**src/rtl/pc_fetch_ctrl.sv**
```systemverilog
// PC owner and IF-stage driver: sequential fetch, hazard stall, EX redirect with
// IF/ID + ID/EX flush, and a halt on a word-misaligned redirect target.
module pc_fetch_ctrl #(
  parameter logic [31:0] RESET_PC = 32'h0000_0000,
  parameter int          CNT_W    = 16
) (
  input  logic             clk,
  input  logic             rst,
  input  logic             i_stall,
  input  logic [2:0]       i_npc_op,
  input  logic             i_zero,
  input  logic [31:0]      i_npc,
  input  logic             i_imem_ack,
  output logic             o_imem_req,
  output logic [31:0]      o_imem_addr,
  output logic [31:0]      o_pc,
  output logic             o_if_valid,
  output logic             o_flush_ifid,
  output logic             o_flush_idex,
  output logic             o_misalign_err,
  output logic [CNT_W-1:0] o_redirect_cnt
);

  // Next-PC op encodings shared with the control decoder.
  localparam logic [2:0] NPC_PLUS4  = 3'b000;
  localparam logic [2:0] NPC_BRANCH = 3'b001;
  localparam logic [2:0] NPC_JUMP   = 3'b010;
  localparam logic [2:0] NPC_JALR   = 3'b100;

  typedef enum logic [1:0] {
    S_BOOT  = 2'd0,
    S_FETCH = 2'd1,
    S_HALT  = 2'd2
  } state_t;

  state_t           r_state;
  logic [31:0]      r_pc;
  logic             r_err;
  logic [CNT_W-1:0] r_cnt;

  logic        w_fetch;
  logic        w_redirect;
  logic [31:0] w_target;
  logic        w_misalign;

  assign w_fetch    = (r_state == S_FETCH);
  assign w_redirect = ((i_npc_op == NPC_BRANCH) & i_zero) |
                      (i_npc_op == NPC_JUMP) | (i_npc_op == NPC_JALR);
  // Bit 0 always cleared (JALR semantics); bit 1 set means not word-aligned.
  assign w_target   = i_npc & ~32'd1;
  assign w_misalign = w_target[1];

  always_ff @(posedge clk) begin
    if (rst) begin
      r_state <= S_BOOT;
      r_pc    <= RESET_PC;
      r_err   <= 1'b0;
      r_cnt   <= '0;
    end else begin
      case (r_state)
        S_BOOT: r_state <= S_FETCH;
        S_FETCH: begin
          if (w_redirect) begin
            if (r_cnt != {CNT_W{1'b1}}) r_cnt <= r_cnt + 1'b1;
            if (w_misalign) begin
              r_pc    <= {w_target[31:2], 2'b00};
              r_err   <= 1'b1;
              r_state <= S_HALT;
            end else begin
              r_pc <= w_target;
            end
          end else if (!i_stall && i_imem_ack) begin
            r_pc <= r_pc + 32'd4;
          end
        end
        S_HALT:  r_state <= S_HALT;
        default: r_state <= S_BOOT;
      endcase
    end
  end

  assign o_imem_req     = w_fetch;
  assign o_imem_addr    = r_pc;
  assign o_pc           = r_pc;
  assign o_if_valid     = w_fetch & i_imem_ack & ~i_stall & ~w_redirect;
  assign o_flush_ifid   = w_fetch & w_redirect;
  assign o_flush_idex   = w_fetch & w_redirect;
  assign o_misalign_err = r_err;
  assign o_redirect_cnt = r_cnt;

  // PLUS4 is the default non-redirect op; named here so the encoding table is complete.
  logic w_unused_plus4;
  assign w_unused_plus4 = (i_npc_op == NPC_PLUS4);

endmodule
```
**config.mk**
```make
export PLATFORM = sky130hd
export DESIGN_NAME = pc_fetch_ctrl
export DESIGN_NICKNAME = d
export VERILOG_FILES = /design/src/rtl/pc_fetch_ctrl.sv
export SDC_FILE = /design/constraint.sdc
export NUM_CORES = 1
export LEC_CHECK = 0
export ABC_AREA = 1
export CELL_PAD_IN_SITES_DETAIL_PLACEMENT = 0
export CELL_PAD_IN_SITES_GLOBAL_PLACEMENT = 1
export CORE_MARGIN = 2
export CORE_UTILIZATION = 28
export DETAILED_ROUTE_END_ITERATION = 8
export HOLD_SLACK_MARGIN = 0.05
export PLACE_DENSITY = 0.78
export SLEW_MARGIN = 20
export SYNTH_ARGS = -nofsm -noshare
export SYNTH_HDL_FRONTEND = slang
export SYNTH_SLANG_ARGS = --single-unit
export TNS_END_PERCENT = 30
```
**constraint.sdc**
```tcl
create_clock -name clk -period 1.4 [get_ports clk]
set_input_delay 0.14 -clock clk [delete_from_list [all_inputs] [get_ports clk]]
set_output_delay 0.14 -clock clk [all_outputs]
set_load 0.02 [all_outputs]
```
==> results of run 1 <==
## kinds of logic (layout without fill, tap and decap cells)
logic type                 after synthesis  after routing  synth area share [%]
other                                    1              4                0.1024
DFF                                     49             49                 26.79
xor gates and xnor gates                12             12                 2.871
and+or+nand+nor                        344            344                 41.80
AOI/OAI and AO/OA                       83             83                 12.17
buffers and inverters                   99            257                 14.90
adders and majority gates                4              4                 1.367
## sequential cells by signal, summed over array words and instances (netlist names)
signal,flops
o_redirect_cnt,16
o_imem_addr,30
r_state,2
o_misalign_err,1
## power by group
group,internal (mW),switching [mW]
clock network,0.839,0.601
registers,1.57,0.179
logic,1.11,1.33
## cell usage after synthesis (2+ instances only)
cell type	instances
sky130_fd_sc_hd__nor2_1	96
sky130_fd_sc_hd__buf_4	38
sky130_fd_sc_hd__xor2_1	5
sky130_fd_sc_hd__nand3_1	42
sky130_fd_sc_hd__clkbuf_1	5
sky130_fd_sc_hd__nor2_4	9
sky130_fd_sc_hd__nand3_2	2
sky130_fd_sc_hd__xnor2_1	7
sky130_fd_sc_hd__o211ai_1	2
sky130_fd_sc_hd__nand2_1	164
sky130_fd_sc_hd__ha_1	4
sky130_fd_sc_hd__a21oi_1	46
sky130_fd_sc_hd__and2_1	2
sky130_fd_sc_hd__buf_2	7
sky130_fd_sc_hd__inv_2	4
sky130_fd_sc_hd__nor3_1	5
sky130_fd_sc_hd__o21ai_0	24
sky130_fd_sc_hd__nor2_2	6
sky130_fd_sc_hd__o21ai_1	3
sky130_fd_sc_hd__buf_6	3
sky130_fd_sc_hd__a31oi_1	4
sky130_fd_sc_hd__nand4_1	2
sky130_fd_sc_hd__nand2_4	5
sky130_fd_sc_hd__nand2_2	8
sky130_fd_sc_hd__inv_1	42
sky130_fd_sc_hd__dfxtp_1	49
## cell type report
type                    count  area [µm²]  share of cell area [%]
clock buffers               5       125.1                   2.161
multi-input cells         447        2331                   40.26
repair buffers            203        1878                   32.43
clock inverters             3       41.29                  0.7131
flip-flops and latches     49        1022                   17.65
inverters                  46       177.7                   3.068
well taps                 172       215.2                   3.717
## worst paths after layout
path	end	slack, ns	cells past startpoint
min reg2reg	r_state[0]$_SDFFE_PP0P_	0.50	2
max	o_imem_addr[26]$_SDFFE_PP0P_	-0.04	10
min	o_imem_addr[3]$_SDFFE_PP0P_	0.42	3
max reg2reg	o_imem_addr[26]$_SDFFE_PP0P_	-0.04	10
## layout by cell type, fill, tap and decap left out, types with 9 or more instances in the layout
| cell | instances |
|---|---|
| sky130_fd_sc_hd__a21oi_1 | 42 |
| sky130_fd_sc_hd__buf_4 | 69 |
| sky130_fd_sc_hd__clkbuf_16 | 9 |
| sky130_fd_sc_hd__clkdlybuf4s50_1 | 34 |
| sky130_fd_sc_hd__dfxtp_1 | 24 |
| sky130_fd_sc_hd__dfxtp_2 | 21 |
| sky130_fd_sc_hd__dlygate4sd2_1 | 77 |
| sky130_fd_sc_hd__inv_1 | 40 |
| sky130_fd_sc_hd__nand2_1 | 162 |
| sky130_fd_sc_hd__nand3_1 | 39 |
| sky130_fd_sc_hd__nor2_1 | 79 |
| sky130_fd_sc_hd__nor2_2 | 17 |
| sky130_fd_sc_hd__nor2_4 | 15 |
| sky130_fd_sc_hd__o21ai_0 | 17 |
## routing by layer
metal | track usage, % | share of wire, % | routed length [µm] | vias to the layer above
met3 | 2.751 | 5.5 | 702 | 23
li1 | - | - | - | 2158
met1 | 20.54 | 43 | 5464 | 1956
met2 | 30.27 | 49 | 6278 | 148
met4 | 4.819 | 2.3 | 292 | 0
met5 | 0 | 0 | 0 | -
## metrics by stage
stage	setup slack (ns)	instances	setup TNS [ns]	cell area (µm²)
2_1_floorplan	-0.0007967	595	-0.0009842	3725
3_3_place_gp	-0.4559	904	-16.57	5329
3_5_place_dp	-0.4739	904	-17.69	5329
4_1_cts	-0.1300	915	-1.226	5475
5_1_grt	-0.1279	925	-3.188	5791
6_report	-0.03678	925	-0.1678	5791
## repair_timing
| action | CTS | global route |
|---|---|---|
| pin swaps | 10 | 17 |
| gates resized for setup | 110 | 59 |
| cloned | 0 | 5 |
| setup endpoints to repair | 123 | 52 |
| buffers inserted | 3 | 6 |
## worst max-delay path, cell delays in order, from the launching register on
cell	delay, ns
sky130_fd_sc_hd__dfxtp_4	0.38
sky130_fd_sc_hd__ha_4	0.16
sky130_fd_sc_hd__nand2_4	0.06
sky130_fd_sc_hd__nor2_4	0.14
sky130_fd_sc_hd__nand2_4	0.10
sky130_fd_sc_hd__nor2_4	0.16
sky130_fd_sc_hd__nand2_1	0.08
sky130_fd_sc_hd__nand2_1	0.06
sky130_fd_sc_hd__nand3_1	0.06
sky130_fd_sc_hd__nand2_1	0.07
sky130_fd_sc_hd__a21oi_2	0.05
==> summary.log, run 1 <==
qor: floorplan.core_area 12670 µm²
qor: logic_synthesis.synth.top_cells.by_area sky130_fd_sc_hd__dfxtp_1 27%, sky130_fd_sc_hd__nand2_1 17%, sky130_fd_sc_hd__nor2_1 9.8%
qor: sta.max_freq 696.0 MHz
qor: sta.setup_viol 12
qor: logic_synthesis.synth.top_cell.area_share 26.79%
qor: sta.layout_setup_ws -0.03678 ns
qor: logic_synthesis.synth_sequential_area_ratio 26.79%
qor: grt.global_route.usage.total 16.84%
qor: grt.global_route_wire_length_before_repair 19400 µm
qor: clock_network.cts_made_buffers 5
qor: route.post_drt_wl_per_cell 13.77 µm
qor: grt.via_count_of_the_first_global_routing_pass 4183
qor: logic_synthesis.netlist-cell-type-count 34
qor: placed_design.port_buffers 119
qor: placed_design.finalWeightedCongestion 0.8657
qor: route.route.detailed.drc 0
qor: grt.globalRouteOverflowTotal 0
qor: route.firstDrtPassIters 6
qor: grt.antenna_found_initial 0
qor: logic_synthesis.ys_async_rst_share 0%
qor: floorplan.rows 41
qor: clock_network.cts_hold_buffers 0
qor: power.power.density 972.4 nW/µm²
qor: floorplan.chipHeight 118.3 µm
qor: clock_network.clock_tree.buffer_depth 2
qor: sta.worst_clock_skew 0.005960 ns
qor: flow_run.cap_violations 0
qor: worst_setup_path.worst_ep_required_time 1.59 ns
qor: cells_and_area.diodes 0
qor: logic_synthesis.synth_enable_flop_cells 0
qor: route.drt_iter0_drc 268
qor: clock_network.clock_tree.htree_level_count 2
qor: worst_setup_path.timing.critical_path.from o_imem_addr[2]$_SDFFE_PP0P_
qor: cells_and_area.fin_nets 796
qor: clock_network.clock_sinks 49
qor: sta.finalWorstPathRequiredPeriod 1.437 ns
qor: floorplan.io-pin-count 125
qor: logic_synthesis.syn_avg_cell_area 6.184 µm²
qor: power.power.leakage 2.644 nW
qor: worst_hold_path.min-delay-start i_npc[3]
qor: placed_design.place_hpwl 8927 µm
qor: sta.hold-worst-slack 0.4165 ns
qor: route.num_vias 4285
qor: logic_synthesis.yosysWarningCount 0
qor: logic_synthesis.yosys_register_bits 49
qor: cells_and_area.post-route-util 45.70%
qor: worst_setup_path.crit_type flop to flop
qor: worst_setup_path.worstPathArrival 1.63 ns
qor: logic_synthesis.netlist_instances 592
qor: sta.timing_max_transition_violations_final 0
qor: route.drt.antenna.violating_nets 0
qor: worst_hold_path.min_delay_path_class primary input to flop
qor: clock_network.path_clk_slew 0.07 ns
qor: route.vias_per_cell 4.632
qor: clock_network.cts_tree built
qor: grt.grt_start_max_net_pins 44
qor: floorplan.fp.dieW 118.3 µm
qor: sta.grt_setup_unrepaired yes
qor: sta.timing.final.hold_violations 0
qor: worst_setup_path.path_max_fanout 5
qor: worst_setup_path.endpoint_class_of_the_critical_path flop
qor: worst_setup_path.timing.critical_path.from_type flop
qor: floorplan.floorplan.die_area 14010 µm²
qor: clock_network.worstSkewPairLatency 0.30 ns
qor: worst_setup_path.r2r_start o_imem_addr[2]$_SDFFE_PP0P_
qor: outcome.status complete, but fails checks
qor: logic_synthesis.synth_top_flop_cell sky130_fd_sc_hd__dfxtp_1
qor: power.p_total 5.631 mW
qor: clock_network.clk_root_buffer_cell sky130_fd_sc_hd__clkbuf_16
qor: outcome.failing_checks setup timing
qor: logic_synthesis.mappedNetlistArea 3661 µm²
qor: power.power.ir.vdd_worst 0.0004666 V
qor: cells_and_area.fillCellCount 1371
qor: route.wl 12740 µm
qor: cells_and_area.area_growth_syn_to_layout 58.17%
qor: floorplan.floorplan.initialDensity 28.89%
qor: logic_synthesis.post-synth-top-area-cell sky130_fd_sc_hd__dfxtp_1
qor: cells_and_area.layout_cells_sized_above_1 25.90%
qor: sta.min_period_over_period 102.6%
Note: power is estimated with default switching activity, not from simulation.
==> inputs of run 2 (changes only) <==
==> constraint.sdc (replaced) <==
create_clock -name clk -period 1.4 [get_ports clk]
set_input_delay 0.14 -clock clk [delete_from_list [all_inputs] [get_ports clk]]
set_output_delay 0.14 -clock clk [all_outputs]
set_load 0.01 [all_outputs]
==> summary.log, run 2 (same netlist as run 1, synthesis figures left out) <==
qor: power.p_comb_share 43.5%
qor: cells_and_area.layout_cells_sized_above_1 32.20%
qor: clock_network.clock_tree.htree_level_count 2
qor: power.internal_power_consumption 3.422 mW
qor: sta.hold-worst-slack 0.4070 ns
qor: power.power.leakage 2.748 nW
qor: route.vias_per_cell 4.620
qor: power.p_total 5.381 mW
qor: grt.global_route.usage.total 17.35%
qor: flow_run.cap_violations 0
qor: grt.globalRouteOverflowTotal 0
qor: placed_design.dpl-instance-area 5399 µm²
qor: sta.timing.final.hold_violations 0
qor: floorplan.floorplan.initialDensity 28.89%
qor: power.share_clk_of_total_power 24.3%
qor: route.num_vias 4338
qor: worst_setup_path.series_of_cell_instances_along_the_critical_path buf_6, nand2_4, nor2_4, buf_6, nand3_2, or2_0, nand3_1, nand2_1, a21oi_1
qor: cells_and_area.layout.cells.most_common_list 152 x sky130_fd_sc_hd__nand2_1, 78 x sky130_fd_sc_hd__buf_4, 77 x sky130_fd_sc_hd__nor2_1
qor: floorplan.core_area 12670 µm²
qor: sta.worst_clock_skew 0.01231 ns
qor: outcome.failing_checks setup timing
qor: worst_setup_path.cpMaxStageDelayCell sky130_fd_sc_hd__dfxtp_4
qor: power.power.density 885.2 nW/µm²
qor: worst_setup_path.setup.worst_path.end o_imem_addr[13]$_SDFFE_PP0P_
qor: worst_setup_path.worst_ep_required_time 1.62 ns
qor: worst_setup_path.cp_slowest_stage_delay 0.37 ns
qor: worst_setup_path.timing.critical_path.from_type flop
qor: sta.grt_setup_unrepaired yes
qor: worst_setup_path.reg2reg_depth 9
qor: placed_design.dpl.cell_count 913
qor: sta.max_freq 677.4 MHz
qor: route.route.detailed.drc 0
qor: cells_and_area.max_ffs_per_register 30
qor: sta.finalWorstPathRequiredPeriod 1.476 ns
qor: route.drt.antenna.violating_nets 0
qor: worst_setup_path.path_depth 9
qor: clock_network.path_clk_slew 0.08 ns
qor: cells_and_area.layout_commonest_cell sky130_fd_sc_hd__nand2_1
qor: grt.global_route_wire_length_before_repair 20130 µm
qor: clock_network.clk_root_buffer_cell sky130_fd_sc_hd__clkbuf_16
qor: placed_design.dp_worst_setup_slack -0.4275 ns
qor: placed_design.place_hpwl 9214 µm
qor: worst_setup_path.worst-r2r-setup-slack -0.08 ns
qor: worst_setup_path.path_max_fanout 5
qor: worst_hold_path.min_delay_path_class primary input to flop
qor: route.drt_iter0_drc 298
qor: sta.setup-tns-final -0.5399 ns
qor: power.seqPwrFrac 32.3%
qor: route.firstDrtPassIters 4
qor: worst_setup_path.timing.critical_path.from o_imem_addr[3]$_SDFFE_PP0P_
qor: cells_and_area.final_design_instance_area_without_fill 6078 µm²
qor: floorplan.floorplan.die_area 14010 µm²
qor: worst_setup_path.worstPathArrival 1.69 ns
qor: route.wl 13000 µm
qor: clock_network.clock_tree.buffer_depth 2
qor: sta.min_period_over_period 105.4%
qor: grt.antenna_found_initial 0
qor: sta.layout_setup_ws -0.07614 ns
qor: sta.timing_max_transition_violations_final 0
qor: worst_setup_path.r2r_end o_imem_addr[13]$_SDFFE_PP0P_
qor: floorplan.io-pin-count 125
qor: worst_setup_path.critical_path.most_common_cell sky130_fd_sc_hd__buf_6
qor: worst_setup_path.crit_type flop to flop
qor: clock_network.clock_sinks 49
qor: cells_and_area.fillCellCount 1291
qor: route.post_drt_wl_per_cell 13.85 µm
qor: clock_network.cts_tree built
qor: clock_network.cts_made_buffers 5
qor: worst_setup_path.critical_path_buf_inv_count 2
qor: placed_design.port_buffers 119
qor: floorplan.chipHeight 118.3 µm
qor: grt.via_count_of_the_first_global_routing_pass 4282
qor: floorplan.rows 41
qor: outcome.status complete, but fails checks
qor: floorplan.fp.dieW 118.3 µm
qor: power.power.net_switching 1.959 mW
qor: placed_design.finalWeightedCongestion 0.9077
qor: grt.grt_start_max_net_pins 25
qor: power.power.ir.vdd_worst 0.0005692 V
qor: cells_and_area.final-instance-count-excl-fill 939
qor: worst_setup_path.path_delay_family simple AND/OR/NAND/NOR gates
qor: cells_and_area.area_growth_syn_to_layout 66.03%
qor: worst_setup_path.r2r_start o_imem_addr[3]$_SDFFE_PP0P_
qor: power.netSwitchingFraction 36.40%
qor: cells_and_area.fin_nets 810
qor: clock_network.worstSkewPairLatency 0.30 ns
qor: cells_and_area.diodes 0
qor: sta.setup_viol 14
qor: worst_setup_path.endpoint_class_of_the_critical_path flop
qor: cells_and_area.post-route-util 47.97%
## run 2: tightest hold or removal path: cells and delay by family
kind | cells | cell delay, ns
and+or+nand+nor | 1 | 0.06
AOI/OAI and AO/OA | 1 | 0.07
buffers and inverters | 1 | 0.40
## run 2: worst min path at each step
stage / from / endpoint / depth (start not counted) / slack, ns
2_1_floorplan: i_npc[1] / o_misalign_err$_SDFFE_PP0P_ / 2 / 0.28
3_3_place_gp: r_state[0]$_SDFFE_PP0P_ / r_state[0]$_SDFFE_PP0P_ / 2 / 0.46
3_5_place_dp: r_state[0]$_SDFFE_PP0P_ / r_state[0]$_SDFFE_PP0P_ / 2 / 0.47
4_1_cts: i_npc[6] / o_imem_addr[6]$_SDFFE_PP0P_ / 3 / 0.41
5_1_grt: i_npc[6] / o_imem_addr[6]$_SDFFE_PP0P_ / 3 / 0.42
6_report: i_npc[6] / o_imem_addr[6]$_SDFFE_PP0P_ / 3 / 0.41
## run 2: power groups by stage
| stage | registers [mW] | logic (mW) | clock network [mW] |
|---|---|---|---|
| after floorplan | 1.82 | 0.993 | 0 |
| after global placement | 1.71 | 2.07 | 0 |
| after detailed placement | 1.71 | 2.13 | 0 |
| after CTS | 1.72 | 2.02 | 1.33 |
| after global routing | 1.76 | 2.54 | 1.38 |
| final | 1.74 | 2.34 | 1.31 |
## run 2: timing repair
| action | 4_1_cts | 5_1_grt |
|---|---|---|
| gates cloned | 1 | 5 |
| endpoints found under the setup margin | 121 | 53 |
| resized for setup | 138 | 84 |
| pin swaps | 11 | 31 |
| hold buffers | 0 | 0 |
| buffers inserted | 1 | 11 |
## run 2: cell type report
cell class | instances | area (µm²) | area share (%)
clock buffers | 5 | 125.1 | 2.058
well taps | 172 | 215.2 | 3.541
inverters | 46 | 177.7 | 2.923
flip-flops and latches | 49 | 1032 | 16.98
clock inverters | 3 | 26.28 | 0.4323
multi-input cells | 448 | 2469 | 40.61
repair buffers | 216 | 2033 | 33.45
## run 2: per-layer routing
layer,global-route usage (%),part of all wire (%),up-vias
li1,-,-,2188
met1,21.11,43,2013
met2,31.65,51,123
met3,2.606,4.4,14
met4,4.518,1.3,0
met5,0,0,-
